File: src/rtl/csa_accumulator.sv
`default_nettype none
// ============================================================================
// Module   : csa_accumulator
// Brief    : Multi-operand carry-save accumulator with single-cycle CPA resolve
// Revision : 1.0
// ============================================================================
module csa_accumulator #(
    parameter int IN_W   = 17,
    parameter int ACC_W  = 24,
    parameter int N_IN   = 3,
    parameter int SIGNED = 0,
    parameter int CNT_W  = 8
) (
    input  logic                   clk,
    input  logic                   rst,
    input  logic                   in_valid,
    output logic                   in_ready,
    input  logic [N_IN*IN_W-1:0]   in_data,
    input  logic [N_IN-1:0]        in_en,
    input  logic                   in_last,
    output logic                   out_valid,
    input  logic                   out_ready,
    output logic [ACC_W-1:0]       out_data,
    output logic [CNT_W-1:0]       out_count
);

    typedef enum logic [0:0] {
        ST_ACC   = 1'b0,
        ST_FINAL = 1'b1
    } state_t;

    state_t             r_state;
    state_t             w_state_nxt;
    logic               w_in_ready;
    logic               w_accept;

    logic [ACC_W-1:0]   r_s;
    logic [ACC_W-1:0]   r_c;
    logic [CNT_W-1:0]   r_cnt;
    logic               r_out_valid;
    logic [ACC_W-1:0]   r_out_data;
    logic [CNT_W-1:0]   r_out_count;

    logic [ACC_W-1:0]   w_ext [0:N_IN-1];
    logic [ACC_W-1:0]   w_s   [0:N_IN];
    logic [ACC_W-1:0]   w_c   [0:N_IN];

    // Operand extraction, masking and extension to accumulator width
    genvar k;
    generate
        for (k = 0; k < N_IN; k++) begin : g_operand
            logic [IN_W-1:0] w_op;
            assign w_op = in_data[k*IN_W +: IN_W];
            if (ACC_W > IN_W) begin : g_wide
                if (SIGNED != 0) begin : g_sext
                    assign w_ext[k] = in_en[k] ? {{(ACC_W-IN_W){w_op[IN_W-1]}}, w_op} : '0;
                end else begin : g_zext
                    assign w_ext[k] = in_en[k] ? {{(ACC_W-IN_W){1'b0}}, w_op} : '0;
                end
            end else begin : g_same
                assign w_ext[k] = in_en[k] ? w_op[ACC_W-1:0] : '0;
            end
        end
    endgenerate

    // Cascaded 3:2 stages; each folds one operand into the redundant pair
    assign w_s[0] = r_s;
    assign w_c[0] = r_c;
    generate
        for (k = 0; k < N_IN; k++) begin : g_csa
            logic [ACC_W-1:0] w_maj;
            assign w_maj      = (w_s[k] & w_c[k]) | (w_s[k] & w_ext[k]) | (w_c[k] & w_ext[k]);
            assign w_s[k+1]   = w_s[k] ^ w_c[k] ^ w_ext[k];
            assign w_c[k+1]   = w_maj << 1;
        end
    endgenerate

    always_ff @(posedge clk) begin
        if (rst) begin
            r_state <= ST_ACC;
        end else begin
            r_state <= w_state_nxt;
        end
    end

    always_comb begin
        w_state_nxt = r_state;
        w_in_ready  = 1'b0;
        w_accept    = 1'b0;
        case (r_state)
            ST_ACC: begin
                w_in_ready = !r_out_valid || out_ready;
                w_accept   = in_valid && w_in_ready;
                if (w_accept && in_last) begin
                    w_state_nxt = ST_FINAL;
                end
            end
            ST_FINAL: begin
                w_state_nxt = ST_ACC;
            end
            default: begin
                w_state_nxt = ST_ACC;
            end
        endcase
    end

    always_ff @(posedge clk) begin
        if (rst) begin
            r_s         <= '0;
            r_c         <= '0;
            r_cnt       <= '0;
            r_out_valid <= 1'b0;
            r_out_data  <= '0;
            r_out_count <= '0;
        end else if (r_state == ST_FINAL) begin
            // Only place the carry-propagate add appears
            r_out_data  <= r_s + r_c;
            r_out_count <= r_cnt;
            r_out_valid <= 1'b1;
            r_s         <= '0;
            r_c         <= '0;
            r_cnt       <= '0;
        end else begin
            if (r_out_valid && out_ready) begin
                r_out_valid <= 1'b0;
            end
            if (w_accept) begin
                r_s   <= w_s[N_IN];
                r_c   <= w_c[N_IN];
                r_cnt <= r_cnt + CNT_W'(1);
            end
        end
    end

    assign in_ready  = w_in_ready;
    assign out_valid = r_out_valid;
    assign out_data  = r_out_data;
    assign out_count = r_out_count;

endmodule
`default_nettype wire

File: config.mk
export PLATFORM = sky130hd
export DESIGN_NAME = csa_accumulator
export DESIGN_NICKNAME = d
export VERILOG_FILES = /design/src/rtl/csa_accumulator.sv
export SDC_FILE = /design/constraint.sdc
export NUM_CORES = 1
export LEC_CHECK = 0
export CAP_MARGIN = 20
export CORE_ASPECT_RATIO = 1.4
export CORE_MARGIN = 2
export CORE_UTILIZATION = 55
export DETAILED_ROUTE_END_ITERATION = 6
export GPL_TIMING_DRIVEN = 0
export PLACE_DENSITY = 0.81
export SYNTH_ARGS = -nofsm -noshare
export SYNTH_HDL_FRONTEND = slang
export SYNTH_SLANG_ARGS = --single-unit
File: constraint.sdc
create_clock -name clk -period 3 [get_ports clk]
set_input_delay 0.6 -clock clk [delete_from_list [all_inputs] [get_ports clk]]
set_output_delay 0.6 -clock clk [all_outputs]
set_load 0.02 [all_outputs]
==> reports/qor.txt, run 1 <==
Final hold vios -> 0
Clock-pin slew on the worst setup and hold paths -> 0.06 ns
Dominant cells by area after synthesis -> dfxtp_1 30%, fa_1 18%, ha_1 8.0%
Die Height -> 127 um
# Post-CTS Setup Buffers -> 0
Clock sink total -> 89
Share of power burned in the clock network -> 35.9%
Net Sw Frac -> 31.0%
Register bit count reported by yosys -> 89
VDD IR max -> 0.000371 V
Leakage -> 3.02 nW
Syn Inst Count -> 663
Worst-skew pair later-pin latency -> 0.35 ns
Routed WL per cell -> 16.8 um
Pwr Total -> 3.47 mW
CP max FO -> 10
Residual DRC -> 0
Net switching power -> 1.08 mW
Worst min path class -> reg -> reg
Final nets -> 916
Multi-input logic area -> 3890 um2
CORE AREA -> 10500 um2
DRT Pass-1 Iters -> 5
Initial antenna violation count -> 0
PwrDens -> 473 nW/um2
Post-DRT Antenna Nets -> 0
Comb power frac -> 25.8%
Post-Route WL -> 15300 um
Htree depth -> 3
Worst flop-to-flop path endpoint -> out_data[21]
I/O Buffers -> 91
Hold Path Sink -> r_c[23]
Cell variety after synth -> 54
Total gr overflow -> 0
Setup Viol. Count Final -> 0
Reg power frac -> 38.2%
Yosys top cell by area -> dfxtp_1
Ant. Diodes -> 0
Worst slew pin tran -> 0.804 ns
DR vias -> 5143
Post-synth EDFFs -> 0
Status -> finished, final reports clean
# hold bufs at CTS -> 0
Final total negative setup slack -> 0 ns
CP startpoint kind -> input port
Cell Area, Synth -> 5920 um2
Fmax -> 350 MHz
Cell Area, Placed -> 7010 um2
Post-CTS sizing -> 5
Post-synth top area share -> 30.1%
Initial cell density of the core -> 56.6%
Slew HR -> 46.2%
GR Util All Layers -> 27.0%
Mean Syn Cell Area -> 8.94 um2
RR Startpoint -> r_c[1]
# IOs -> 93
Crit path kind -> in -> reg
First-pass GRT wire length -> 24900 um
Tcrit/Tclk final -> 95.3%
Register area -> 1780 um2
Clock buffer depth -> 2
Layout cells sized above 1 -> 4.03%
Vias in the first global route -> 5311
Final Slew Violations -> 0
Yosys Warn Count -> 0
Root Buffer -> clkbuf_16
WP data required -> 3.27 ns
# rows -> 44
Unrepaired setup endpoints after global routing -> false
Internal power -> 2.40 mW
Clock Skews -> 0.00650 ns
Hold Path Cell Cnt -> 2
CP Data Arrival Time -> 3.13 ns
Die W -> 91.7 um
Fin crit period -> 2.86 ns
Fillcell total -> 806
Setup crit end kind -> register
Vias per inst -> 5.66
Largest net degree at the start of global routing -> 17
Mapped Nets -> 814
Sequential-to-total area share from yosys stat -> 30.1%
Die ar. -> 11600 um2
DR iter-0 viols -> 286
Top_reg_cell synth -> dfxtp_1
Final core occ -> 70.2%
Hold Startpoint -> r_c[23]
Post-DP HPWL -> 11800 um
Depth of the most critical reg-to-reg path -> 9
Num CTS Buffers -> 9
Synth async-reset ratio -> 0%
TritonCTS clock tree -> built
Design area -> 7350 um2
Flop2flop setup slack -> 0.29 ns
Final GP Congestion -> 0.912
Area Growth Syn to Fin -> 24.0%
Max Cap Viol -> 0
-- cells in the mapped netlist, drive strengths merged, types with 3 or more instances --
master    n
fa       54
ha       38
mux2i    15
and2     50
nand2b    8
a32o      5
nand3    12
xnor2     6
xor2     10
buf       6
nand4     7
nand2   115
clkbuf   24
or3       7
nor3      4
a211oi    4
o21a      4
a31oi     4
o21ai    12
a221o     3
and3      3
nand3b    3
dfxtp    89
a21oi    68
a21o     10
nor2     39
inv      37
-- worst max path at each step --
stage | from | end | slack [ns]
6_report | in_en[0] | r_s[16] | 0.14
5_1_grt | in_en[0] | r_s[16] | 0.008
4_1_cts | in_en[0] | r_s[16] | 0.14
3_5_place_dp | in_en[0] | r_s[16] | -0.85
3_3_place_gp | in_en[0] | r_s[13] | -0.77
2_1_floorplan | in_en[0] | r_s[15] | 0.33
-- cell type report --
type,instances,share of cell area [%]
Timing Repair Buffer,91,12.4
Clock buffer,9,3.07
Buffer,30,1.74
Clock inverter,7,1.40
Inverter,37,1.89
Tap cell,138,2.35
Sequential cell,89,24.3
Multi-Input combinational cell,507,52.9
-- registers in the layout, indices dropped and copies added (netlist names) --
register	flops
r_state	1
r_s	24
out_data	24
out_count	8
r_cnt	8
r_c	23
out_valid	1
-- worst max-delay path: stages --
cell and delay (ns):
dlygate4sd2_1 0.35, clkbuf_8 0.25, nand2_1 0.08, fa_1 0.48
inv_1 0.06, fa_1 0.52, fa_1 0.55, nand2_1 0.07
a21oi_1 0.17
-- cells in the final DEF (no fill, tap or decap), drive strengths merged, types with 12 or more instances in the layout --
cell / instances
nand2: 115
mux2i: 15
clkdlybuf4s50: 90
inv: 39
nor2: 39
nand3: 12
ha: 38
dfxtp: 89
fa: 54
a21oi: 68
clkbuf: 33
and2: 50
o21ai: 12
-- routing by layer --
| layer | routed length [um] | global-route usage [%] | part of all wire [%] |
|---|---|---|---|
| met1 | 5970 | 31.6 | 39 |
| met3 | 888 | 3.33 | 5.8 |
| met4 | 409 | 11.9 | 2.7 |
| met5 | 0 | 0 | 0 |
| met2 | 8000 | 49.0 | 52 |
-- kinds of logic (layout without fill, tap and decap cells) --
group,Yosys count,count (layout),synth area share [%]
AO/OA/AOI/OAI,132,132,14.5
AND/OR/NAND/NOR,252,252,20.0
multiplexers,15,15,2.53
buffers and inverters,67,174,4.31
adder cells (fa/ha/maj),92,92,26.3
flip-flops,89,89,30.1
XOR/XNOR,16,16,2.37
-- stage by stage --
stage	worst slack, ns	std cells	hold WS [ns]
final	0.140	908	0.473
after global routing	0.00774	908	0.493
after CTS	0.136	908	0.470
after detailed placement	-0.848	892	0.461
after global placement	-0.774	892	0.447
after floorplan	0.333	663	0.440
-- power groups by stage --
stage	Combinational [mW]	Clock [mW]	Sequential [mW]
2_1_floorplan	0.607	0	1.35
3_3_place_gp	0.854	0	1.35
3_5_place_dp	0.893	0	1.35
4_1_cts	0.904	1.25	1.33
5_1_grt	1.02	1.28	1.34
6_report	0.898	1.25	1.33
(Power assumes the default switching activity.)
==> inputs of run 2 (changes only) <==
Settings changed: MAX_ROUTING_LAYER from default to met4, SETUP_SLACK_MARGIN from default to 0.02.
==> reports/qor.txt, run 2 (synthesis gave the netlist of run 1 again) <==
GR Util All Layers -> 27.8% (was 27.0%)
Worst-skew pair later-pin latency -> 0.35 ns (about the same)
RR Startpoint -> r_s[1] (was r_c[1])
Status -> finished, final reports clean (unchanged)
Area Growth Syn to Fin -> 24.0% (about the same)
VDD IR max -> 0.000326 V (was 0.000371 V)
# IOs -> 93 (unchanged)
Die Height -> 127 um (unchanged)
Clock-pin slew on the worst setup and hold paths -> 0.07 ns (was 0.06 ns)
Worst slew pin tran -> 0.753 ns (was 0.804 ns)
Commonest cells after routing, fill and taps aside -> 115 x nand2_1, 90 x clkdlybuf4s50_1, 89 x dfxtp_1 (unchanged)
Clock Skews -> 0.00829 ns (was 0.00650 ns)
Setup crit end kind -> register (unchanged)
Net switching power -> 1.06 mW (was 1.08 mW)
Unrepaired setup endpoints after global routing -> false (unchanged)
Crit path depth -> 7 (was 9)
Num CTS Buffers -> 9 (unchanged)
Net Sw Frac -> 30.8% (was 31.0%)
Post-Route WL -> 15200 um (was 15300 um)
CP top delay family -> buffers and inverters (was adder cells)
Final GP Congestion -> 0.922 (was 0.912)
Crit-path max cell delay -> 0.75 ns (was 0.55 ns)
Routed WL per cell -> 16.8 um (about the same)
DR iter-0 viols -> 336 (was 286)
Initial cell density of the core -> 56.6% (unchanged)
Crit path kind -> in -> reg (unchanged)
I/O Buffers -> 91 (unchanged)
Worst min path class -> reg -> reg (unchanged)
CP max stage cell -> clkdlybuf4s50_1 (was fa_1)
Final nets -> 916 (unchanged)
Final core occ -> 70.2% (about the same)
Worst flop-to-flop path endpoint -> out_data[21] (unchanged)
Htree depth -> 3 (unchanged)
Cell Area, Placed -> 7010 um2 (unchanged)
# rows -> 44 (unchanged)
WL met3 -> 749 um (was 888 um)
Setup Viol. Count Final -> 0 (unchanged)
Worst Path Buf+Inv -> 2 (was 3)
Root Buffer -> clkbuf_16 (unchanged)
DRT met1 WL -> 6030 um (was 5970 um)
Post-DRT Antenna Nets -> 0 (unchanged)
DR vias -> 5091 (was 5143)
Cell mode on critical path -> fa_1 (unchanged)
Clock sink total -> 89 (unchanged)
Internal power -> 2.39 mW (was 2.40 mW)
PwrDens -> 471 nW/um2 (was 473 nW/um2)
Fin crit period -> 2.84 ns (was 2.86 ns)
WL met2 -> 8090 um (was 8000 um)
DRT Pass-1 Iters -> 5 (unchanged)
Post-DP HPWL -> 11900 um (was 11800 um)
WP data required -> 3.27 ns (about the same)
Commonest non-fill, non-tap cell in the layout -> nand2_1 (unchanged)
Vias per inst -> 5.60 (was 5.66)
Comb power frac -> 25.9% (was 25.8%)
Slew HR -> 49.6% (was 46.2%)
Critical Path Start -> in_en[1] (was in_en[0])
Reg power frac -> 38.4% (was 38.2%)
Residual DRC -> 0 (unchanged)
Vias in the first global route -> 5324 (was 5311)
CP Capture Point -> r_s[11] (was r_s[16])
Largest net degree at the start of global routing -> 17 (unchanged)
Post-CTS sizing -> 5 (unchanged)
Depth of the most critical reg-to-reg path -> 9 (unchanged)
Fmax -> 352 MHz (was 350 MHz)
# Post-CTS Setup Buffers -> 0 (unchanged)
Tcrit/Tclk final -> 94.8% (was 95.3%)
Layout cells sized above 1 -> 4.03% (unchanged)
CORE AREA -> 10500 um2 (unchanged)
Max Cap Viol -> 0 (unchanged)
Total gr overflow -> 0 (unchanged)
Die ar. -> 11600 um2 (unchanged)
Die W -> 91.7 um (unchanged)
First-pass GRT wire length -> 25100 um (was 24900 um)
TritonCTS clock tree -> built (unchanged)
Final hold vios -> 0 (unchanged)
Top Metal Used -> met4 (unchanged)
Initial antenna violation count -> 0 (unchanged)
CP startpoint kind -> input port (unchanged)
Share of power burned in the clock network -> 35.7% (was 35.9%)
CP Data Arrival Time -> 3.12 ns (was 3.13 ns)
Design area -> 7350 um2 (about the same)
Final Slew Violations -> 0 (unchanged)
Leakage -> 3.02 nW (about the same)
# hold bufs at CTS -> 0 (unchanged)
CP max FO -> 10 (unchanged)
CP Cell Sequence -> clkdlybuf4s50_1 > clkbuf_2 > and2_1 > fa_1 > fa_1 > nand2_1 > a21oi_1 (was dlygate4sd2_1 > clkbuf_8 > nand2_1 > fa_1 > inv_1 > fa_1 > fa_1 > nand2_1 > a21oi_1)
Clock buffer depth -> 2 (unchanged)
Flop2flop setup slack -> 0.30 ns (was 0.29 ns)
Final total negative setup slack -> 0 ns (unchanged)
run 2: power by group through the flow:
stage / Combinational (mW) / Clock [mW] / Sequential [mW]
after floorplan: 0.607 / 0 / 1.35
after detailed placement: 0.893 / 0 / 1.36
after global routing: 1.02 / 1.28 / 1.34
final: 0.896 / 1.23 / 1.33
after global placement: 0.854 / 0 / 1.35
after CTS: 0.904 / 1.24 / 1.33
run 2: layout make-up:
| cell class | instances | area (um2) |
|---|---|---|
| multi-input cells | 507 | 3890 |
| fillers | 844 | 3110 |
| flip-flops and latches | 89 | 1780 |
| repair buffers | 91 | 910 |
| clock buffers | 9 | 225 |
| well taps | 138 | 173 |
| inverters | 37 | 139 |
| plain buffers | 30 | 128 |
| clock inverters | 7 | 101 |
| diodes | 1 | 2.50 |
run 2: worst reg2reg max path: stages, from the launching register on:
cell       delay, ns
dfxtp_1         0.36
ha_1            0.20
inv_1           0.07
fa_1            0.41
nand2b_1        0.20
a21o_1          0.24
a2111oi_4       0.41
o211ai_2        0.18
o2111a_1        0.27
a221o_1         0.25
run 2: layer usage:
layer  global-route usage (%)  up-vias
li1                         -     2428
met1                     31.5     2473
met2                     49.9      157
met3                     3.50       33
met4                     10.5        0
met5                        -        -
run 2: per-stage QoR:
step	hold slack (ns)	worst slack [ns]	instances	total power [mW]
finish	0.473	0.156	909	3.46
global route	0.494	0.0380	908	3.64
CTS	0.469	0.161	908	3.47
detailed placement	0.460	-0.848	892	2.25
global placement	0.447	-0.774	892	2.20
floorplan	0.440	0.333	663	1.95
run 2: how the worst min path moves through the flow:
| stage | start | end | slack (ns) | cells after the start |
|---|---|---|---|---|
| final | r_c[23] | r_c[23] | 0.47 | 2 |
| after global routing | r_s[17] | r_s[17] | 0.49 | 2 |
| after CTS | r_c[23] | r_c[23] | 0.47 | 2 |
| after detailed placement | r_c[23] | r_c[23] | 0.46 | 2 |
| after global placement | r_c[17] | r_c[17] | 0.45 | 2 |
| after floorplan | r_c[17] | r_c[17] | 0.44 | 2 |
